--- src/rtl/sd_arbiter.sv ---
// Two-client block arbiter in front of one SD controller: grants whole blocks, issues the one-cycle rd/wr start, steers bytes.
// Grant and start appear 1 cycle after req; byte edge to strobe/dout is 1 cycle; the controller's sd_ready paces every transfer.
module sd_arbiter #(
    parameter int ROUND_ROBIN = 1,
    parameter int BLOCK_BYTES = 512
) (
    input  logic        clk,
    input  logic        reset_n,
    input  logic [1:0]  req,
    input  logic [1:0]  wr,
    input  logic [31:0] addr0,
    input  logic [31:0] addr1,
    input  logic [7:0]  din0,
    input  logic [7:0]  din1,
    output logic [1:0]  gnt,
    output logic [1:0]  done,
    output logic [1:0]  byte_strobe,
    output logic [7:0]  dout,
    input  logic        sd_ready,
    output logic [31:0] sd_address,
    output logic        sd_rd,
    output logic        sd_wr,
    input  logic [7:0]  sd_dout,
    input  logic        sd_byte_available,
    output logic [7:0]  sd_din,
    input  logic        ready_for_next_byte
);

    typedef enum logic [2:0] {IDLE, ISSUE, WAIT_BUSY, XFER, FINISH} state_t;

    localparam logic [9:0] BLK = 10'(BLOCK_BYTES);

    state_t      state, state_nxt;
    logic        owner, last, wr_q;
    logic        avail_q, rfnb_q;
    logic [9:0]  cnt;
    logic        winner, start, byte_edge, take_byte;
    logic [1:0]  own_oh;
    logic [31:0] sel_addr;

    always_comb begin
        winner = 1'b0;
        if (req == 2'b10)
            winner = 1'b1;
        else if (req == 2'b11 && ROUND_ROBIN != 0)
            winner = ~last;
        sel_addr  = winner ? addr1 : addr0;
        start     = (state == IDLE) && (req != 2'b00) && sd_ready;
        // Level inputs from the controller become one event per rising edge.
        byte_edge = wr_q ? (ready_for_next_byte & ~rfnb_q) : (sd_byte_available & ~avail_q);
        take_byte = (state == XFER) && byte_edge && (cnt < BLK);
        own_oh    = owner ? 2'b10 : 2'b01;
    end

    always_comb begin
        state_nxt = state;
        gnt       = 2'b00;
        done      = 2'b00;
        sd_rd     = 1'b0;
        sd_wr     = 1'b0;
        case (state)
            IDLE:      if (start) state_nxt = ISSUE;
            ISSUE: begin
                gnt       = own_oh;
                sd_rd     = ~wr_q;
                sd_wr     = wr_q;
                state_nxt = WAIT_BUSY;
            end
            WAIT_BUSY: begin
                gnt = own_oh;
                if (!sd_ready) state_nxt = XFER;
            end
            // sd_ready high ends the block whether or not all bytes arrived.
            XFER: begin
                gnt = own_oh;
                if (sd_ready) state_nxt = FINISH;
            end
            FINISH: begin
                gnt       = own_oh;
                done      = own_oh;
                state_nxt = IDLE;
            end
            default:   state_nxt = IDLE;
        endcase
    end

    always_ff @(posedge clk) begin
        if (!reset_n) begin
            state       <= IDLE;
            owner       <= 1'b0;
            last        <= 1'b1;
            wr_q        <= 1'b0;
            avail_q     <= 1'b0;
            rfnb_q      <= 1'b0;
            cnt         <= 10'd0;
            byte_strobe <= 2'b00;
            dout        <= 8'd0;
            sd_din      <= 8'd0;
            sd_address  <= 32'd0;
        end else begin
            state       <= state_nxt;
            avail_q     <= sd_byte_available;
            rfnb_q      <= ready_for_next_byte;
            byte_strobe <= 2'b00;
            if (start) begin
                owner      <= winner;
                wr_q       <= winner & wr[1];
                sd_address <= {sel_addr[31:9], 9'd0};
                cnt        <= 10'd0;
            end
            if (take_byte) begin
                cnt         <= cnt + 10'd1;
                byte_strobe <= own_oh;
                if (wr_q)
                    sd_din <= owner ? din1 : din0;
                else
                    dout <= sd_dout;
            end
            if (state == FINISH)
                last <= owner;
        end
    end

endmodule

--- config.mk ---
export PLATFORM = sky130hd
export DESIGN_NAME = sd_arbiter
export DESIGN_NICKNAME = d
export VERILOG_FILES = /design/src/rtl/sd_arbiter.sv
export SDC_FILE = /design/constraint.sdc
export NUM_CORES = 1
export LEC_CHECK = 0
export BUFFER_PORTS_ARGS = -buffer_cell sky130_fd_sc_hd__buf_2
export CAP_MARGIN = 20
export CORE_UTILIZATION = 47
export CTS_CLUSTER_SIZE = 20
export DETAILED_ROUTE_END_ITERATION = 10
export MAX_ROUTING_LAYER = met4
export PLACE_DENSITY = 0.94
export SLEW_MARGIN = 40
export SYNTH_ARGS = -nofsm -noshare
export SYNTH_HDL_FRONTEND = slang
export SYNTH_SLANG_ARGS = --single-unit
--- constraint.sdc ---
create_clock -name clk -period 3.4 [get_ports clk]
set_clock_uncertainty 0.05 [all_clocks]
set_input_delay 0.34 -clock clk [delete_from_list [all_inputs] [get_ports clk]]
set_output_delay 0.34 -clock clk [all_outputs]
set_load 0.01 [all_outputs]
# == Word level (Yosys, flattened, before mapping) ==
# Index checks and enable logic that the tools add are counted.
# totals
wordCells,57
regBits,59
inputBits,97
# op_classes
add_sub_neg,1
eq_ne,9
n_reduce_logical,12
order_cmp,1
muxes,16
n_bitwise,7
# ops
cell,n
$mux 32,1
$mux 10,2
$pmux 3 s4,1
$add 10x1->10 const B,1
$lt 10x10->1 const B,1
$mux 3,3
$mux 8,1
$eq 3x2->1 const B,2
$mux 2,3
$ne 2x2->1 const B,3
$reduce_and 2->1,3
$mux 1,5
$eq 2x2->1 const B,2
$logic_and 1x1->1,4
$not 1->1,4
$reduce_bool 2->1,2
$reduce_or 4->1,1
$and 1x1->1,3
$eq 3x1->1 const B,1
$eq 3x3->1 const B,1
$logic_not 3->1,1
$reduce_and 3->1,1

# == Longest topological paths before layout ==
# depth
ltp_word,6
ltp_mapped,7
ltp_nobuf,5

# == Worst setup path before layout ==
# No wires, ideal clock.
# synth_path
path_type,reg-to-reg
from,register state[1]
to,register cnt[9]
n_path_buf,1
setup_ps,70
synth_period_minus_slack_ps,1514
setup_slack_ps,1886
arrival_time_ps,1394
stages_incl_launch_ff,6
cell_sequence,dfxtp_1 buf_2 and4bb_1 o21ai_1 or4_1 a21oi_1
# synth_via
elab_chain_len,4
# synth_rtl
item,line_no,rtl
start: declaration,33,"state_t state, state_nxt;"
start signal: assignment,101,state <= state_nxt;
$eq 3x2->1 / $logic_not 3->1 (equally long branches),"51, 48",
"$logic_and 1x1->1, on equally long branches (2 in series)","51, 48",
$mux 10 / $reduce_bool 2->1 (equally long branches),n/a,
end signal: assignment,112,cnt <= cnt + 10'd1;
end: declaration,36,logic [9:0] cnt;
# Several ways; a longest one is shown, not always the timed one.
# A chain may end at the register's enable or synchronous reset.

# == Final worst setup path ==
# Ends and elaborated chain as after synthesis.

==> impl_metrics.ini <==
[finish]
fin_nets = 510
layout.cells.most_common_list = 124 x buf_2, 59 x dfxtp_1, 40 x nor2_1
layout-drive-gt1-share = 0.3542
final_cells = 485
fin_area_sq_um = 3421
areaGrowthSynthToFinish_pct = 30.31
diodes = 0
final_common_cell = buf_2
fin_util = 0.6531

[detailed_routing]
wl_per_cell_um = 12.54
vias_per_cell = 5.118
drtIter0Drc = 144
ant_nets = 0
wl_um = 6083
vias = 2482
dr.pass1.iters = 4
route.detailed.drc = 0

[worst_setup_path]
reg2reg_to = cnt[9]
slowest_stage = or4_1
crit_chain = and4bb_1, o21ai_2, or4_1, a21oi_1
worst-path-buf-inv = 0
timing.rr.start = state[1]
reg2reg_slack_ns = 1.26
arrival_ns = 2.34
cpPeakStageDelay_ns = 0.57
rr_worst_depth = 4
cp_top_family = simple AND/OR/NAND/NOR gates
critPathLaunchType = flop
path_max_fanout = 13
crit_type = reg2reg
endpoint_kind = flop
critPathRequiredTime_ns = 3.61
critPathLaunch = state[1]

[die]
boundaryPins = 153
initial_utilization = 0.5012
die_h_um = 76.74
rows = 26
core_area_sq_um = 5238
dieArea_sq_um = 5888
die_w_um = 76.74

[global_route]
busiest_layer = met2
grtUsageMet3 = 0.04524
grt_first_pass_wirelength_um = 10070
use_met2 = 0.3866
grt_start_max_net_pins = 49
grt_usage = 0.2201
first_global_vias = 2346
grt_util_met1 = 0.2401
gr-total-overflow = 0
antenna_found_initial = 0

[clock_tree]
clk_pin_slew_ns = 0.06
numCtsBuffers = 9
ctsHtreeMaxLevel = 3
clk_latency_ns = 0.32
root_buffer = clkbuf_8
cts_resized = 0
ctsHoldBuffers = 0
cts_setup_buffers = 0
clk_path_buf_depth = 2
tritoncts = yes
cts_sinks = 59

[pwr]
swShare = 0.2589
powerDensity_nw_per_um2 = 441.8
power_frac_comb = 0.150
pwr-share-clk = 0.356
power.internal_mw = 1.120
leakagePower_nw = 1.531
vdd_ir_drop_max_v = 0.0002827
pwr-share-seq = 0.494
p_switching_mw = 0.3913

[timing]
setup_violations = 0
max_freq_ghz = 0.4684
min_period_ns = 2.135
relSlewSlack = 0.5102
holdWs_ns = 0.2001
final_hold_viol_count = 0
slew_viol_final = 0
rsz0062_at_grt = no
post-route-period-util = 0.6280
tns_ns = 0
worstMarginPinSlew_ns = 0.7337

[logic_synthesis]
ys_warn_count = 0
synth_seq_cells = 59
avgSynthCellArea_sq_um = 8.898
synth_area_sq_um = 2625
yosysUniqueCellTypes = 36
synth_seq_area_share = 0.4500
synthCells = 295

[place]
place_inst = 471
place_area_sq_um = 3251
place_hpwl_um = 4485
portBuffers = 124
gp_congestion = 0.8279

[min_path]
hold_end = avail_q
hp-start = sd_byte_available
holdCritPathClass = in2reg
holdPathStages = 2

[flow_run]
cap_violations = 0

[outcome]
status = complete, no violations
-- cells by family (layout without fill, tap and decap cells) --
logic type                 count (synthesis)  count (layout)  synth area share
adders and majority gates                  1               1          0.004766
xor gates and xnor gates                   2               2          0.006674
AOI/OAI and AO/OA                         61              61            0.1573
and+or+nand+nor                          106             106            0.1897
DFF                                       59              59            0.4500
buffers and inverters                     33             145           0.06816
other                                      1               9          0.001429
muxes                                     32              32            0.1220
-- per-stage QoR --
stage / setup slack [ns] / power (mW)
after global routing: 1.051 / 1.584
after detailed placement: 1.105 / 0.9876
after CTS: 1.098 / 1.525
final: 1.265 / 1.511
after floorplan: 1.886 / 0.8970
after global placement: 1.187 / 0.9784
-- cells in the mapped netlist --
cell type | count | area [sq um]
clkbuf_1 | 7 | 26.28
inv_1 | 3 | 11.26
nor2_1 | 40 | 150.1
a211oi_1 | 31 | 232.7
xor2_1 | 1 | 8.760
o21a_4 | 1 | 15.01
buf_4 | 11 | 82.58
xnor2_1 | 1 | 8.760
a211o_1 | 1 | 8.760
o311ai_0 | 1 | 8.760
nor2b_1 | 4 | 25.02
nor4_1 | 1 | 6.260
nor3_1 | 5 | 25.02
buf_2 | 11 | 55.05
or3_1 | 1 | 6.260
ha_1 | 1 | 12.51
nand2b_1 | 3 | 18.77
a311oi_1 | 1 | 8.760
nand3_1 | 18 | 90.09
nor3b_1 | 2 | 15.01
and2_1 | 3 | 18.77
nand2_1 | 21 | 78.83
a21boi_0 | 1 | 7.510
o21ai_1 | 1 | 5.000
buf_1 | 1 | 3.750
a21oi_1 | 18 | 90.09
and3b_1 | 1 | 8.760
mux2i_1 | 32 | 320.3
and3_1 | 2 | 12.51
a41oi_1 | 1 | 8.760
and4bb_1 | 1 | 12.51
conb_1 | 1 | 3.750
or4_1 | 4 | 30.03
dfxtp_1 | 59 | 1181
o31ai_1 | 1 | 7.510
o21ai_0 | 4 | 20.02
-- routing by layer --
metal	wire, um	part of all wire
met4	85	0.014
met5	0	0
met3	353	0.058
met2	3052	0.50
met1	2592	0.43
-- worst max-delay path by stage --
| stage | endpoint | slack (ns) | depth (start not counted) |
|---|---|---|---|
| finish | cnt[9] | 1.26 | 4 |
| global route | cnt[9] | 1.05 | 4 |
| CTS | cnt[6] | 1.10 | 4 |
| detailed placement | cnt[6] | 1.10 | 4 |
| global placement | cnt[9] | 1.19 | 4 |
| floorplan | cnt[9] | 1.89 | 5 |
-- flip-flops by register name (all words and copies together), names as in the netlist --
signal,count
owner,1
byte_strobe,2
cnt,10
sd_address,23
last,1
avail_q,1
dout,8
sd_din,8
state,3
wr_q,1
rfnb_q,1
-- final cells by class --
cell class | count | area (sq um)
clock buffer | 11 | 151.4
clock inverter | 3 | 15.01
fill | 437 | 1817
inverter | 3 | 11.26
multi-input combinational | 211 | 1316
sequential | 59 | 1181
tap | 70 | 87.58
timing repair buffer | 128 | 658.1
-- power groups by stage --
stage	Sequential [mW]	Combinational, mW	Clock [mW]
floorplan	0.770	0.127	0
global placement	0.760	0.218	0
detailed placement	0.761	0.227	0
CTS	0.747	0.227	0.551
global route	0.753	0.248	0.583
finish	0.747	0.226	0.538
Note: power is estimated with default switching activity, not from simulation.
